### src/rtl/battery_soc_counter.sv
// battery_soc_counter: battery state-of-charge counter stepping one percent per paced interval
module battery_soc_counter #(
  parameter int FAST_TICKS   = 8,
  parameter int SLOW_TICKS   = 16,
  parameter int DISCH_TICKS  = 32,
  parameter int INIT_PERCENT = 20,
  parameter int LOW_THRESH   = 15
) (
  input  logic       clk,
  input  logic       reset,
  input  logic       plug_in,
  input  logic       load_on,
  input  logic       charging_mode,
  output logic [6:0] battery_percent,
  output logic       charging,
  output logic       full,
  output logic       low_batt
);
  typedef enum logic [1:0] {IDLE = 2'b00, CHARGE = 2'b01, FULL = 2'b10, DISCH = 2'b11} state_t;
  localparam logic [15:0] FAST_L  = 16'(FAST_TICKS);
  localparam logic [15:0] SLOW_L  = 16'(SLOW_TICKS);
  localparam logic [15:0] DISCH_L = 16'(DISCH_TICKS);
  localparam logic [6:0]  INIT_P  = 7'(INIT_PERCENT);
  localparam logic [6:0]  LOW_T   = 7'(LOW_THRESH);
  state_t      state, state_nx;
  logic [15:0] tick_cnt, tick_nx, lim;
  logic [6:0]  lvl_nx;
  logic        step;
  assign charging = state == CHARGE;
  assign full     = state == FULL;
  // next state, pacing counter and level; tick_nx defaults to 0 so any state change clears it
  always_comb begin
    lim      = state == CHARGE ? (charging_mode ? SLOW_L : FAST_L) : DISCH_L;
    step     = tick_cnt >= lim - 16'd1;
    state_nx = state;
    tick_nx  = '0;
    lvl_nx   = battery_percent;
    case (state)
      IDLE:
        if (plug_in) state_nx = battery_percent == 7'd100 ? FULL : CHARGE;
        else if (load_on && battery_percent != 7'd0) state_nx = DISCH;
      CHARGE:
        if (!plug_in) state_nx = (load_on && battery_percent != 7'd0) ? DISCH : IDLE;
        else if (step) begin
          lvl_nx = battery_percent < 7'd100 ? battery_percent + 7'd1 : battery_percent;
          if (lvl_nx == 7'd100) state_nx = FULL;
        end else tick_nx = tick_cnt + 16'd1;
      FULL:
        if (!plug_in) state_nx = load_on ? DISCH : IDLE;
      DISCH:
        if (plug_in) state_nx = battery_percent == 7'd100 ? FULL : CHARGE;
        else if (!load_on) state_nx = IDLE;
        else if (step) begin
          lvl_nx = battery_percent > 7'd0 ? battery_percent - 7'd1 : battery_percent;
          if (lvl_nx == 7'd0) state_nx = IDLE;
        end else tick_nx = tick_cnt + 16'd1;
      default: state_nx = IDLE;
    endcase
  end
  // state, counter, level and low flag registers with asynchronous active-low reset
  always_ff @(posedge clk or negedge reset) begin
    if (!reset) begin
      state           <= IDLE;
      tick_cnt        <= '0;
      battery_percent <= INIT_P;
      low_batt        <= INIT_P <= LOW_T;
    end else begin
      state           <= state_nx;
      tick_cnt        <= tick_nx;
      battery_percent <= lvl_nx;
      low_batt        <= lvl_nx <= LOW_T;
    end
  end
endmodule

### config.mk
export PLATFORM = sky130hd
export DESIGN_NAME = battery_soc_counter
export DESIGN_NICKNAME = d
export VERILOG_FILES = /design/src/rtl/battery_soc_counter.sv
export SDC_FILE = /design/constraint.sdc
export NUM_CORES = 1
export LEC_CHECK = 0
export CORE_UTILIZATION = 45
export CTS_CLUSTER_SIZE = 8
export DETAILED_ROUTE_END_ITERATION = 10
export GPL_TIMING_DRIVEN = 0
export PLACE_DENSITY = 0.7
export SLEW_MARGIN = 20
export SYNTH_ARGS = -nofsm -noshare
export SYNTH_HDL_FRONTEND = slang
export SYNTH_SLANG_ARGS = --single-unit
### constraint.sdc
create_clock -name clk -period 2.7 [get_ports clk]
set_clock_uncertainty 0.1 [all_clocks]
set_input_delay 0.405 -clock clk [delete_from_list [all_inputs] [get_ports clk]]
set_output_delay 0.405 -clock clk [all_outputs]
set_load 0.005 [all_outputs]
==> summary.md, run 1 <==
| Metric | Value |
|---|---|
| Dpl cells | 259 |
| Post-Layout Cell Count | 263 |
| Switching power | 0.000825 W |
| # diodes | 0 |
| Pre-Repair DR Iteration Count | 4 |
| Cell Chain, Critical Path | inv_1, ha_1, nor3b_2, xnor2_1, nand4_1, o221ai_1, nand4_1, mux2_1 |
| Internal power | 0.00113 W |
| Pwr Density | ~960 nW/um^2 |
| Outcome | finished with violations |
| Crit Path Class | reg2reg |
| Maximum clock frequency | 0.390 GHz |
| Die Area | between 4000 and 5000 um^2 |
| Global-route wire length before repair | roughly 7300 um |
| Part of the power in registers | 29.6% |
| #FFs+latches synth | 26 |
| Area Overhead vs Synth | 16.9% |
| Post-synthesis mux area share | 3.57% |
| Post-synth ARST share | 100% |
| Vias in the first global route | 1,517 |
| # IOs | 15 |
| Crit-path max cell delay | 0.46 ns |
| Final Hold Viols | 1 |
| Share of the synthesized area in the top cell type | 34.3% |
| Critical-path cell with the highest stage delay | dfrtp_1 |
| Synth cell types | 59 |
| Number of synthesized flops with an enable pin | 0 |
| Setup TNS | 0 ns |
| Synth area leader | dfrtp_1 |
| Synth top cells by count | dfrtp_1 (24), nor2_1 (21), nand2_1 (12), inv_1 (7), nand3_1 (7) |
| Mapped Area | 1750 um^2 |
| Post-CTS Setup Repair Bufs | 0 |
| Clock transition at path regs | 0.11 ns |
| Initial DRC Count | 190 |
| Post-CTS Resized | 0 |
| Starting Density | 47.5% |
| Sequential area share after synthesis | 37.3% |
| Vias/cell | 5.76 |
| Area of the core | 3690 um^2 |
| Hold Slack | -0.0000107 ns |
| Overflow after GRT | 0 |
| Initial antenna violation count | 0 |
| Area contributors post-synth | dfrtp_1 (34%), nor2_1 (4.5%), ha_1 (4.3%), dfstp_2 (3.0%), nand2_1 (2.6%) |
| Pins over their slew limit | 0 |
| Final Cycle Share | 95.0% |
| Syn Inst Count | 189 |
| Post-synthesis adder-cell area fraction | 4.29% |
| Clk buf depth | 2 |
| Failing checks | hold timing |
| TritonCTS Sinks | 26 |
| Row count | 22 |
| Share of layout cells above drive strength 1 | 17.7% |
| RSZ-0062 raised after global routing | no |
| Ys flop type | dfrtp_1 |
| CTS tree | yes |
| Worst path top cell family by delay | simple AND/OR/NAND/NOR gates |
| Compound-cell area share of the yosys netlist | 19.0% |
| HPWL after detailed placement | 3100 um |
| Post-route ant nets | 0 |
| Worst rel slew slack | 57.9% |
| Crit path top cell by count | nand4_1 |
| Arr. time, crit path | 2.65 ns |
| Setup Viol. Count Final | 0 |
| WL final | around 4200 um |
| Remaining DRCs | 0 |
| Lkg Pwr | 0.883 nW |
| Max-Cap Viols | 0 |
| Die width | around 64 um |
| Worst Setup End Kind | register |
| Crit-path max FO | 7 |
| Largest net degree at the start of global routing | 27 |
| Placed inst area | just under 2000 um^2 |
| XOR/XNOR Fraction of Synth Area | 4.50% |
| Clk root buf | clkbuf_8 |
| Final core utilization | 55.5% |
| Via count | approximately 1,500 |
| Switching share of power | 42.1% |
| Hold-fix buffer count after cts | 0 |
| Syn Area/Cell | 9.27 um^2 |
| DR WL/cell | 15.9 um |
| RePlAce Congestion | ~0.93 |
| Worst Tran Pin Value | 0.624 ns |
| # H-tree levels | 1 |
| Port Buffers | 14 |
| Count leader, synth | dfrtp_1 |
| Post-layout nets | 227 |
| Clk_lat worst skew | ~0.29 ns |
| Number of buffers and inverters on the critical path | 1 |
| WP data required | approximately 2.8 ns |
| Syn. warnings | 0 |
| HP Class | in2async |
| Startpoint Class | register |
| All-Layer GR Usage | 23.1% |
| Clock power share | 17.2% |
| Synth Area in Simple Gates | 24.9% |
| Die Height | around 64 um |
| Max VDD drop | around 450 uV |
| Minimum clock period after layout | roughly 2.6 ns |
| TritonCTS buffer count | 3 |
| Final Cell Area | approximately 2000 um^2 |
| Gate power share | 53.2% |
| Main combinational cell family by area after synthesis | simple AND/OR/NAND/NOR gates |
cell usage in the layout, fill, tap and decap left out, types with 2 or more instances in the layout:
| cell | instances |
|---|---|
| dfrtp_1 | 24 |
| nor2_1 | 21 |
| clkdlybuf4s50_1 | 13 |
| nand2_1 | 12 |
| conb_1 | 10 |
| buf_2 | 7 |
| inv_1 | 7 |
| nand3_1 | 7 |
| a21oi_1 | 6 |
| ha_1 | 6 |
| nor3_1 | 5 |
| a31oi_1 | 5 |
| o21ai_0 | 5 |
| and3_1 | 5 |
| xor2_1 | 5 |
| mux2i_1 | 4 |
| nand4_1 | 4 |
| xnor2_1 | 4 |
| inv_2 | 3 |
| o21ai_1 | 3 |
| nor4_1 | 3 |
| clkbuf_8 | 3 |
| nand2_2 | 2 |
| nor4_2 | 2 |
| nor2_2 | 2 |
| nand2b_1 | 2 |
| nor3_2 | 2 |
| o211ai_1 | 2 |
| o22ai_1 | 2 |
| or2_1 | 2 |
| nor2b_1 | 2 |
| o31ai_1 | 2 |
| o2111ai_1 | 2 |
| o221ai_1 | 2 |
| dfstp_2 | 2 |
state kept, by name (all words and copies together), names as in the netlist:
register and count:
state 2, low_batt 1, battery_percent 7, tick_cnt 16
through the flow:
step | total power [W] | setup WS [ns]
final | 0.00196 | 0.135
after global routing | 0.00211 | 0.00812
after CTS | 0.00195 | 0.154
after detailed placement | 0.00161 | 0.0594
after global placement | 0.00162 | 0.0571
after floorplan | 0.00128 | 0.575
cells by family (layout without fill, tap and decap cells):
kind of cell	count (synthesis)	after routing
muxes	6	6
xor gates and xnor gates	9	9
adders and majority gates	6	6
AOI/OAI and AO/OA	43	43
other	2	10
buffers and inverters	20	38
and+or+nand+nor	77	77
DFF	26	26
layer usage:
layer / share of wire (%) / routed length [um] / GRT usage, % / vias up
met2: 45 / 1880 / 35.7 / 68
met1: 45 / 1900 / 33.1 / 708
met4: 1.7 / 73 / 7.50 / 0
met5: 0 / 0 / 0 / -
met3: 7.8 / 327 / 3.39 / 9
li1: - / - / - / 729
cell type report:
class	instances	area (um^2)
inverter	10	37.5
multi-input combinational	151	1020
fill	345	1640
sequential	26	653
timing repair buffer	14	135
clock buffer	3	41.3
buffer	10	67.6
tap	48	60.1
clock inverter	1	30.0
power by group through the flow:
| stage | logic (W) | registers [W] | clock network [W] |
|---|---|---|---|
| global route | 0.00115 | 0.000595 | 0.000365 |
| global placement | 0.00103 | 0.000585 | 0 |
| floorplan | 0.000706 | 0.000570 | 0 |
| finish | 0.00104 | 0.000579 | 0.000338 |
| detailed placement | 0.00102 | 0.000588 | 0 |
| CTS | 0.00103 | 0.000579 | 0.000345 |
final timing paths:
kind,start,end,slack (ns),cells past startpoint
worst max-delay path,battery_percent[1]$_DFF_PN0_,state[0]$_DFFE_PN0P_,0.13,8
worst min-delay path,reset,battery_percent[0]$_DFF_PN0_,-0.00001,1
worst max register to register,battery_percent[1]$_DFF_PN0_,state[0]$_DFFE_PN0P_,0.13,8
worst min register to register,tick_cnt[0]$_DFF_PN0_,tick_cnt[0]$_DFF_PN0_,0.38,1
max in group asynchronous,reset,tick_cnt[11]$_DFF_PN0_,2.10,1
min in group clk,tick_cnt[0]$_DFF_PN0_,tick_cnt[0]$_DFF_PN0_,0.38,1
(Power assumes the default switching activity.)
==> inputs of run 2 (changes only) <==
CAP_MARGIN = 30   (was default)
CTS_CLUSTER_DIAMETER = 80   (was default)
==> results of run 2 <==
The final DEF is identical to that of run 1; final timing and power are the same.
